File: src/rtl/cal_seq_sched_60m.sv
// ============================================================================
// Module   : cal_seq_sched_60m
// Brief    : Calibration-sequence scheduler; per enabled antenna drives a TX
//            window, a guard gap and an RX window after one frame header.
// Revision : 1.0
// ============================================================================
`default_nettype none

module cal_seq_sched_60m #(
    parameter int SEQ_LEN = 128,
    parameter int GAP_LEN = 16,
    parameter int NUM_ANT = 8,
    localparam int ANT_W  = (NUM_ANT > 1) ? $clog2(NUM_ANT) : 1
) (
    input  logic               clk,
    input  logic               asy_rst,
    input  logic               i_seq_insert_en,
    input  logic               i_start,
    input  logic [NUM_ANT-1:0] i_ant_mask,
    input  logic               i_frame_hd,
    output logic               o_tx_seq_valid,
    output logic               o_rx_seq_valid,
    output logic [ANT_W-1:0]   o_ant_cnt,
    output logic [6:0]         o_seq_cnt,
    output logic               o_busy,
    output logic               o_done,
    output logic               o_abort,
    output logic               o_err
);

    localparam logic [6:0] c_SEQ_LAST = 7'(SEQ_LEN - 1);
    localparam logic [7:0] c_GAP_LAST = 8'(GAP_LEN - 1);

    typedef enum logic [2:0] {
        S_IDLE = 3'd0,
        S_ARM  = 3'd1,
        S_TX   = 3'd2,
        S_GAP  = 3'd3,
        S_RX   = 3'd4,
        S_NEXT = 3'd5,
        S_DONE = 3'd6
    } state_t;

    state_t             r_state;
    logic [NUM_ANT-1:0] r_pend;
    logic [7:0]         r_gap_cnt;
    logic               r_tx_valid;
    logic               r_rx_valid;
    logic [ANT_W-1:0]   r_ant_cnt;
    logic [6:0]         r_seq_cnt;
    logic               r_busy;
    logic               r_done;
    logic               r_abort;
    logic               r_err;

    logic [ANT_W-1:0]   w_low_idx;
    logic [NUM_ANT-1:0] w_low_oh;
    logic               w_pend_any;

    // r_pend holds the antennas still waiting for their windows
    always_comb begin
        w_low_idx = '0;
        for (int i = NUM_ANT - 1; i >= 0; i--) begin
            if (r_pend[i]) begin
                w_low_idx = ANT_W'(i);
            end
        end
    end

    assign w_low_oh   = r_pend & (~r_pend + NUM_ANT'(1));
    assign w_pend_any = |r_pend;

    always_ff @(posedge clk) begin
        if (asy_rst) begin
            r_state    <= S_IDLE;
            r_pend     <= '0;
            r_gap_cnt  <= '0;
            r_tx_valid <= 1'b0;
            r_rx_valid <= 1'b0;
            r_ant_cnt  <= '0;
            r_seq_cnt  <= '0;
            r_busy     <= 1'b0;
            r_done     <= 1'b0;
            r_abort    <= 1'b0;
            r_err      <= 1'b0;
        end else begin
            r_done  <= 1'b0;
            r_abort <= 1'b0;
            r_err   <= 1'b0;
            // DONE has already reported completion, so it is not abortable
            if (r_state != S_IDLE && r_state != S_DONE && !i_seq_insert_en) begin
                r_state    <= S_IDLE;
                r_pend     <= '0;
                r_gap_cnt  <= '0;
                r_tx_valid <= 1'b0;
                r_rx_valid <= 1'b0;
                r_ant_cnt  <= '0;
                r_seq_cnt  <= '0;
                r_busy     <= 1'b0;
                r_abort    <= 1'b1;
            end else begin
                case (r_state)
                    S_IDLE: begin
                        if (i_start && i_seq_insert_en) begin
                            if (|i_ant_mask) begin
                                r_pend  <= i_ant_mask;
                                r_busy  <= 1'b1;
                                r_state <= S_ARM;
                            end else begin
                                r_err <= 1'b1;
                            end
                        end
                    end
                    S_ARM: begin
                        if (i_frame_hd) begin
                            r_tx_valid <= 1'b1;
                            r_seq_cnt  <= '0;
                            r_ant_cnt  <= w_low_idx;
                            r_pend     <= r_pend & ~w_low_oh;
                            r_state    <= S_TX;
                        end
                    end
                    S_TX: begin
                        if (r_seq_cnt == c_SEQ_LAST) begin
                            r_tx_valid <= 1'b0;
                            r_seq_cnt  <= '0;
                            r_gap_cnt  <= '0;
                            r_state    <= S_GAP;
                        end else begin
                            r_seq_cnt <= r_seq_cnt + 7'd1;
                        end
                    end
                    S_GAP: begin
                        if (r_gap_cnt == c_GAP_LAST) begin
                            r_rx_valid <= 1'b1;
                            r_seq_cnt  <= '0;
                            r_state    <= S_RX;
                        end else begin
                            r_gap_cnt <= r_gap_cnt + 8'd1;
                        end
                    end
                    S_RX: begin
                        if (r_seq_cnt == c_SEQ_LAST) begin
                            r_rx_valid <= 1'b0;
                            r_seq_cnt  <= '0;
                            if (w_pend_any) begin
                                r_state <= S_NEXT;
                            end else begin
                                r_ant_cnt <= '0;
                                r_busy    <= 1'b0;
                                r_done    <= 1'b1;
                                r_state   <= S_DONE;
                            end
                        end else begin
                            r_seq_cnt <= r_seq_cnt + 7'd1;
                        end
                    end
                    S_NEXT: begin
                        r_tx_valid <= 1'b1;
                        r_seq_cnt  <= '0;
                        r_ant_cnt  <= w_low_idx;
                        r_pend     <= r_pend & ~w_low_oh;
                        r_state    <= S_TX;
                    end
                    S_DONE: begin
                        r_state <= S_IDLE;
                    end
                    default: begin
                        r_state <= S_IDLE;
                    end
                endcase
            end
        end
    end

    assign o_tx_seq_valid = r_tx_valid;
    assign o_rx_seq_valid = r_rx_valid;
    assign o_ant_cnt      = r_ant_cnt;
    assign o_seq_cnt      = r_seq_cnt;
    assign o_busy         = r_busy;
    assign o_done         = r_done;
    assign o_abort        = r_abort;
    assign o_err          = r_err;

endmodule

`default_nettype wire
File: config.mk
export PLATFORM = sky130hd
export DESIGN_NAME = cal_seq_sched_60m
export DESIGN_NICKNAME = d
export VERILOG_FILES = /design/src/rtl/cal_seq_sched_60m.sv
export SDC_FILE = /design/constraint.sdc
export NUM_CORES = 1
export LEC_CHECK = 0
export BUFFER_PORTS_ARGS = -buffer_cell sky130_fd_sc_hd__buf_2
export CORE_UTILIZATION = 24
export CTS_BUF_LIST = sky130_fd_sc_hd__clkbuf_8
export CTS_CLUSTER_SIZE = 25
export DETAILED_ROUTE_END_ITERATION = 12
export PLACE_DENSITY = 0.43
export SYNTH_ARGS = -nofsm -noshare
export SYNTH_HDL_FRONTEND = slang
export SYNTH_SLANG_ARGS = --single-unit
File: constraint.sdc
create_clock -name clk -period 3.05 [get_ports clk]
set_input_delay 0.4575 -clock clk [delete_from_list [all_inputs] [get_ports clk]]
set_output_delay 0.4575 -clock clk [all_outputs]
set_load 0.01 [all_outputs]
# Word-level counts from Yosys, hierarchy flattened
# Index checks and enable logic that the tools add are counted.
# op_classes
n_bitwise	8
add_sub_neg	3
n_reduce_logical	27
n_mux	44
eq_ne	16
# op_table
op	count
$mux 3	17
$mux 8	5
$pmux 7 s4	1
$pmux 8 s3	1
$mux 7	3
$pmux 3 s6	1
$add 8x1->8 const B	2
$and 8x8->8	2
$ne 2x2->1 const B	8
$not 8->8	2
$pmux 8 s2	1
$reduce_or 8->1	2
$reduce_and 3->1	4
$reduce_bool 3->1	4
$mux 1	10
$pmux 3 s3	1
$eq 8x4->1 const B	1
$reduce_and 4->1	2
$reduce_or 4->1	2
$add 7x1->7 const B	1
$eq 7x7->1 const B	1
$eq 3x2->1 const B	2
$eq 3x3->1 const B	2
$reduce_and 6->1	1
13 further kinds	22
# word_totals
wordCells	109
output_inout_bits	16
reg_bits	35

# Longest topological paths before layout
# Gate-level depths: netlist (run 1).
# depth
ltp_word	10
depth_mapped	7
mapped_depth_nobuf	6

# Least setup slack after synthesis (run 1)
# OpenSTA, ideal clock, no wires.
# synth_timing
path_type	reg2reg
startpoint	register r_seq_cnt[0], in the netlist o_seq_cnt[0]
endpoint	register r_gap_cnt[0]
period_less_slack_ns	1.972
arrival_time_ns	1.827
required_ns	2.905
setup_ns	0.145
path_slack_ns	1.078
stages_incl_launch_ff	6
path_cell_list	dfxtp_1 ha_1 nand3_1 or2_2 o31ai_1 nor2_1
# synth_between
elab_chain_cells	3
# synth_rtl
element	line	text
start: declaration	50	logic [6:0] r_seq_cnt;
start signal: assignment	130	r_seq_cnt <= r_seq_cnt + 7'd1;
start signal: assignment	155	r_seq_cnt <= r_seq_cnt + 7'd1;
$eq 7x7->1	124	if (r_seq_cnt == c_SEQ_LAST) begin
$ne 2x2->1 (no line)	-	
$reduce_and 3->1 (no line)	-	
end signal: assignment	139	r_gap_cnt <= r_gap_cnt + 8'd1;
end: declaration	46	logic [7:0] r_gap_cnt;
# Every way passes these cells.
# A chain may end at the register's enable or synchronous reset.

# Worst setup path in the final report (run 1)
# layout_timing
startpoint	register r_seq_cnt[0], in the netlist o_seq_cnt[0]
endpoint	register r_gap_cnt[1]
# The elaborated chain is that of the path after synthesis.

==> run_results.csv, run 1 <==
group,metric,value,unit
cts,cts_resized,0,
layout,syn2layout_area_growth,16.1,%
sta,fmax,429,MHz
critical_path,worstSetupStartpointType,"register",
synthesis,avgSynthCellArea,8.25,um2
synthesis,synth-async-reset-ratio,0,
cts,clk_pin_slew,0.07,ns
synthesis,yosys_warnings,0,
critical_path,required,3.19,ns
placed_design,gp_congestion,0.785,
pwr,switchingPower,310,uW
layout,nFillCells,826,
global_route,antenna_found_initial,0,
critical_path,r2r_start,"o_seq_cnt[0]",
cts,cts_tree,"done",
global_route,overflow,0,
pwr,combPwrFrac,0.194,
critical_path,end_kind,"register",
cts,clockBufferDepth,2,
pwr,power_frac_seq,0.472,
sta,final.setup.tns,0,ns
cts,htree_levels,2,
synthesis,ys_types,54,
sta,skew,0.00938,ns
sta,setup_viol,0,
layout,nNetsFinal,266,
critical_path,worstPathMaxFanout,8,
pwr,internal_power,724,uW
layout,final_cells,350,
pwr,power.leakage,0.801,nW
sta,period_share,0.763,
placed_design,hpwlAfterDp,3530,um
synthesis,ys_seq_elements,35,
placed_design,placed_area,2040,um2
cts,root_buffer,"clkbuf_8",
min_path,hold_path_class,"in2reg",
critical_path,startpoint,"o_seq_cnt[0]",
cts,clock_latency,0.29,ns
die,core_area,7330,um2
synthesis,ys_seq_area_frac,0.383,
die,dieArea,7990,um2
detailed_routing,wl,4770,um
cts,clock-sinks,35,
sta,worstMarginPinSlew,0.986,ns
synthesis,syn_nets,237,
synthesis,netlist.area_leader.share,0.383,
detailed_routing,drt_iter0_markers,69,
placed_design,placed_cells,343,
run_status,status,"finished, final reports clean",
die,num_rows,31,
die,die_x,89.4,um
global_route,grt_pass1_vias,1629,
synthesis,syn_inst,222,
placed_design,portBuffers,28,
pwr,powerDensity,486,nW/um2
synthesis,synthTopCellsByArea,"dfxtp_1 (38%), nor2_1 (7.2%), o21ai_0 (5.5%), a21oi_1 (5.2%), nand2_1 (3.9%)",
sta,rsz0062_at_grt,"false",
sta,maxSlewViolCount,0,
synthesis,synth_flop_cell,"dfxtp_1",
synthesis,netlist_area,1830,um2
global_route,grt_use_total,0.132,
cts,post_cts_buffers,0,
die,die_h,89.4,um
critical_path,crit_arrival,2.46,ns
layout,antennaDiodeCount,0,
critical_path,path_class,"reg2reg",
flow_run,maxCapViolCount,0,
detailed_routing,routedWlPerCell,13.6,um
pwr,peakVddDrop,146,uV
detailed_routing,vias_per_cell,4.81,
detailed_routing,firstDrtPassIters,4,
detailed_routing,num_vias,1685,
pwr,swShare,0.300,
synthesis,yosys.area.top_type,"dfxtp_1",
sta,max-slew-margin-rel,0.337,
sta,hold_violations,0,
die,start_util,0.250,
cts,cts_made_buffers,5,
pwr,clockPowerShare,0.334,
sta,min_period,2.33,ns
synthesis,synth_edf_count,0,
detailed_routing,drc_errors,0,
layout,drive_gt1_frac,0.199,
die,ios,29,
detailed_routing,drtAntennaViolNets,0,
global_route,grt_pass1_wl,7980,um
cts,hold_buffers,0,
global_route,grt_max_degree,20,
min_path,hold_start,"asy_rst",
layout,fin_area,2130,um2
logic make-up (layout without fill, tap and decap cells):
family	count (synthesis)	after routing	share of synthesized area
AND/OR/NAND/NOR	94	94	0.265
AO/OA/AOI/OAI	65	65	0.226
flip-flops	35	35	0.383
buffers and inverters	15	44	0.0594
XOR/XNOR	10	10	0.0478
adder cells (fa/ha/maj)	2	2	0.0137
multiplexers	1	1	0.00546
state kept, by name, indices dropped and copies added, names as in the netlist, 3 cells and up:
name / flops
r_pend: 8
r_state: 3
o_seq_cnt: 7
r_gap_cnt: 8
o_ant_cnt: 3
Yosys cell counts (3+ instances only):
library cell / number
a211oi_1: 4
a21oi_1: 19
a22oi_1: 3
clkbuf_1: 4
clkbuf_8: 4
dfxtp_1: 35
inv_1: 4
nand2_1: 19
nand3_1: 7
nand3b_1: 4
nor2_1: 35
nor3_1: 4
nor4_1: 4
o21ai_0: 20
o31ai_1: 3
xnor2_1: 4
xor2_1: 6
area by class of cell:
class	count	area, um2	share of cell area
flip-flops and latches	35	701	0.329
clock inverters	1	5.00	0.00235
well taps	99	124	0.0582
multi-input cells	172	1020	0.481
clock buffers	6	82.6	0.0388
repair buffers	33	178	0.0835
inverters	4	15.0	0.00706
cell usage in the layout, fill, tap and decap left out, types with 2 or more instances in the layout:
| master | instances |
|---|---|
| nand3b_1 | 4 |
| xnor2_1 | 4 |
| a31oi_1 | 2 |
| o31ai_1 | 3 |
| inv_1 | 4 |
| o21bai_1 | 2 |
| nor2_1 | 35 |
| nor4_1 | 4 |
| a22oi_1 | 3 |
| dfxtp_1 | 35 |
| buf_4 | 5 |
| clkbuf_8 | 6 |
| xor2_1 | 6 |
| nand4b_1 | 2 |
| nand2_1 | 19 |
| ha_1 | 2 |
| nand3_1 | 7 |
| nand4_1 | 2 |
| o21ai_0 | 20 |
| a211oi_1 | 4 |
| nor3_1 | 4 |
| buf_2 | 28 |
| a21oi_1 | 19 |
| and3_1 | 2 |
critical path, cell delays in order, from the launching register on:
cell	delay (ns)
dfxtp_1	0.41
ha_1	0.21
nand3_1	0.23
or2_2	0.41
o31ai_1	0.81
nor2_1	0.11
routing by layer:
| metal | vias up | global-route usage | wire length [um] | part of all wire |
|---|---|---|---|---|
| li1 | 856 | - | - | - |
| met1 | 794 | 0.181 | 2430 | 0.51 |
| met2 | 31 | 0.203 | 2090 | 0.44 |
| met3 | 4 | 0.0305 | 186 | 0.039 |
| met4 | 0 | 0.0433 | 58 | 0.012 |
| met5 | - | 0 | 0 | 0 |
final timing paths:
kind | slack [ns] | depth (start not counted) | to
setup / recovery | 0.72 | 5 | r_gap_cnt[1]
hold / removal | 0.38 | 2 | o_abort
setup reg to reg | 0.72 | 5 | r_gap_cnt[1]
hold reg to reg | 0.47 | 1 | o_ant_cnt[0]
through the flow:
stage / power, mW / util / setup WS [ns] / hold WS [ns]
3_3_place_gp: 0.701 / 0.278 / 0.735 / 0.463
4_1_cts: 1.05 / 0.290 / 0.703 / 0.377
3_5_place_dp: 0.699 / 0.278 / 0.681 / 0.457
2_1_floorplan: 0.647 / - / 1.08 / 0.469
5_1_grt: 1.09 / 0.290 / 0.470 / 0.386
6_report: 1.03 / 0.290 / 0.721 / 0.385
power groups by stage:
stage	logic [mW]	registers, mW	clock network (mW)
6_report	0.201	0.488	0.346
2_1_floorplan	0.151	0.496	0
5_1_grt	0.225	0.490	0.377
4_1_cts	0.202	0.488	0.361
3_3_place_gp	0.203	0.498	0
3_5_place_dp	0.201	0.498	0
Note: power is estimated with default switching activity, not from simulation.
==> run 2, diff against run 1 <==
--- a/config.mk
+++ b/config.mk
@@ -5,6 +5,7 @@
 export SDC_FILE = /design/constraint.sdc
 export NUM_CORES = 1
 export LEC_CHECK = 0
+export ABC_AREA = 1
 export BUFFER_PORTS_ARGS = -buffer_cell sky130_fd_sc_hd__buf_2
 export CORE_UTILIZATION = 24
 export CTS_BUF_LIST = sky130_fd_sc_hd__clkbuf_8
==> constraint.sdc (replaced) <==
create_clock -name clk -period 2.3 [get_ports clk]
set_input_delay 0.345 -clock clk [delete_from_list [all_inputs] [get_ports clk]]
set_output_delay 0.345 -clock clk [all_outputs]
set_load 0.01 [all_outputs]
==> run 2 against run 1 <==
Against the previous run:
- first-iteration DRC count is 30% lower
- clock power is 31% higher
- via count increased by 18%
- wire length up 11%
- critical path type unchanged
- critical endpoint unchanged
==> run_results.csv, run 2 <==
group,metric,value,unit
layout,nNetsFinal,364,
sta,final.setup.tns,0,ns
sta,fmax,543,MHz
cts,hold_buffers,0,
cts,clockBufferDepth,2,
sta,rsz0062_at_grt,"false",
layout,drive_gt1_frac,0.186,
cts,cts_tree,"done",
cts,root_buffer,"clkbuf_8",
global_route,overflow,0,
detailed_routing,num_vias,1987,
die,start_util,0.247,
detailed_routing,wl_met2,2210,um
critical_path,crit_arrival,2.03,ns
placed_design,hpwlAfterDp,3930,um
synthesis,synth_edf_count,0,
flow_run,maxCapViolCount,0,
cts,htree_levels,2,
critical_path,required,2.49,ns
min_path,hold_start,"asy_rst",
global_route,grt_max_degree,22,
synthesis,netlist_top_cells_count,"nand2_1 (104), nor2_1 (42), dfxtp_1 (35)",
synthesis,netlist.area_leader.share,0.347,
sta,maxSlewViolCount,0,
die,num_rows,33,
global_route,grt_pass1_wl,8980,um
sta,period_share,0.800,
pwr,clockPowerShare,0.195,
sta,setup_viol,0,
synthesis,synth_top_family_by_area,"simple AND/OR/NAND/NOR gates",
run_status,status,"finished, final reports clean",
synthesis,yosys_warnings,0,
layout,most-common-layout-cells,"nand2_1 (104), nor2_1 (42), dfxtp_1 (35)",
pwr,swShare,0.462,
synthesis,ys_seq_elements,35,
synthesis,synth_compound_area_frac,0.135,
critical_path,slowest_stage,"dfxtp_1",
synthesis,synthTopCellsByArea,"dfxtp_1 (35%), nand2_1 (19%), nor2_1 (7.8%), nand3_1 (6.9%), a21oi_1 (5.2%)",
die,ios,29,
die,dieArea,8800,um2
pwr,power_frac_seq,0.346,
layout,fin_area,2360,um2
layout,final_cells,455,
synthesis,syn_nets,331,
critical_path,end_kind,"register",
synthesis,ys_seq_area_frac,0.347,
placed_design,placed_area,2280,um2
global_route,grt_use_total,0.132,
critical_path,cpMostUsedCell,"nand2_1",
synthesis,yosys.area.top_type,"dfxtp_1",
detailed_routing,vias_per_cell,4.37,
detailed_routing,routedWlPerCell,11.6,um
synthesis,synth_adder_area_share,0.0124,
critical_path,r2r_start,"o_seq_cnt[0]",
global_route,antenna_found_initial,0,
die,core_area,8180,um2
synthesis,synth_mux_area_frac,0,
synthesis,ys_types,28,
cts,post_cts_buffers,0,
critical_path,cpPeakStageDelay,0.40,ns
synthesis,synth-async-reset-ratio,0,
die,die_h,93.8,um
synthesis,syn_inst,316,
synthesis,synthSimpleGateAreaFrac,0.423,
detailed_routing,firstDrtPassIters,4,
sta,worstMarginPinSlew,0.394,ns
critical_path,path_cells,"ha_1, nand2_1, nor2_1, nand2_1, nand2_1, nand3_2, o21ai_0, nor2_1",
critical_path,startpoint,"o_seq_cnt[0]",
synthesis,synth.most_common_cell,"nand2_1",
sta,hold_violations,0,
sta,min_period,1.84,ns
cts,cts_resized,0,
layout,final_common_cell,"nand2_1",
pwr,combPwrFrac,0.460,
synthesis,synth_xor_area_frac,0.00866,
cts,clock-sinks,35,
layout,syn2layout_area_growth,16.8,%
detailed_routing,wl_met3,237,um
detailed_routing,drt_iter0_markers,48,
synthesis,netlist_area,2020,um2
layout,nFillCells,928,
cts,clock_latency,0.29,ns
detailed_routing,drc_errors,0,
detailed_routing,wl,5270,um
sta,skew,0.0105,ns
die,die_x,93.8,um
pwr,power.leakage,1.06,nW
cts,cts_made_buffers,5,
layout,antennaDiodeCount,0,
critical_path,path_class,"reg2reg",
detailed_routing,routed.top_layer,"met4",
synthesis,avgSynthCellArea,6.40,um2
critical_path,worstPathMaxFanout,10,
placed_design,portBuffers,28,
detailed_routing,met1_length,2720,um
global_route,grt_pass1_vias,1876,
sta,max-slew-margin-rel,0.737,
pwr,internal_power,1.25,mW
min_path,hold_path_class,"in2reg",
detailed_routing,drtAntennaViolNets,0,
pwr,peakVddDrop,229,uV
placed_design,placed_cells,447,
synthesis,synth_flop_cell,"dfxtp_1",
cts,clk_pin_slew,0.08,ns
critical_path,worstSetupStartpointType,"register",
pwr,switchingPower,1.07,mW
pwr,powerDensity,983,nW/um2
placed_design,gp_congestion,0.773,
==> run 2: power groups by stage <==
stage                     Clock [mW]  Sequential, mW  Combinational, mW
after floorplan                    0           0.803              0.831
after global placement             0           0.816               1.09
after detailed placement           0           0.816               1.07
after CTS                      0.467           0.804               1.08
after global routing           0.494           0.821               1.23
final                          0.452           0.803               1.07
==> run 2: worst paths after layout <==
kind | end | slack (ns) | cells after the start
setup / recovery | r_gap_cnt[1] | 0.46 | 8
hold / removal | o_abort | 0.21 | 2
hold reg to reg | o_busy | 0.47 | 2
setup reg to reg | r_gap_cnt[1] | 0.46 | 8
==> run 2: cell families after synthesis <==
family,after synthesis
and+or+nand+nor,197
AOI/OAI and AO/OA,45
buffers and inverters,35
DFF,35
xor gates and xnor gates,2
adders and majority gates,2
==> run 2: metrics by stage <==
stage / worst slack, ns / utilization / total power [mW] / hold WS [ns]
6_report: 0.460 / 0.289 / 2.32 / 0.209
5_1_grt: 0.116 / 0.289 / 2.54 / 0.208
4_1_cts: 0.438 / 0.289 / 2.35 / 0.204
3_5_place_dp: 0.447 / 0.279 / 1.89 / 0.459
3_3_place_gp: 0.536 / 0.279 / 1.91 / 0.454
2_1_floorplan: 0.774 / - / 1.63 / 0.417
==> run 2: area by class of cell <==
class                           instances  area [um2]  share of cell area
Timing Repair Buffer                   31         163              0.0689
Multi-Input combinational cell        246        1170               0.495
Clock buffer                            5        68.8              0.0291
Clock inverter                          3        16.3             0.00689
Inverter                               30         113              0.0477
Tap cell                              105         131              0.0556
Sequential cell                        35         701               0.297
==> run 2: critical path, delay by kind of cell (launching register included) <==
kind            cells  cell delay, ns
flops               1            0.40
fa+ha+maj           1            0.18
simple gates        6            0.87
compound gates      1            0.27
==> run 2: metal layers <==
layer  GRT usage  up-vias
li1            -     1081
met4      0.0500        0
met3      0.0356        8
met1       0.177      867
met2       0.200       31
met5           0        -
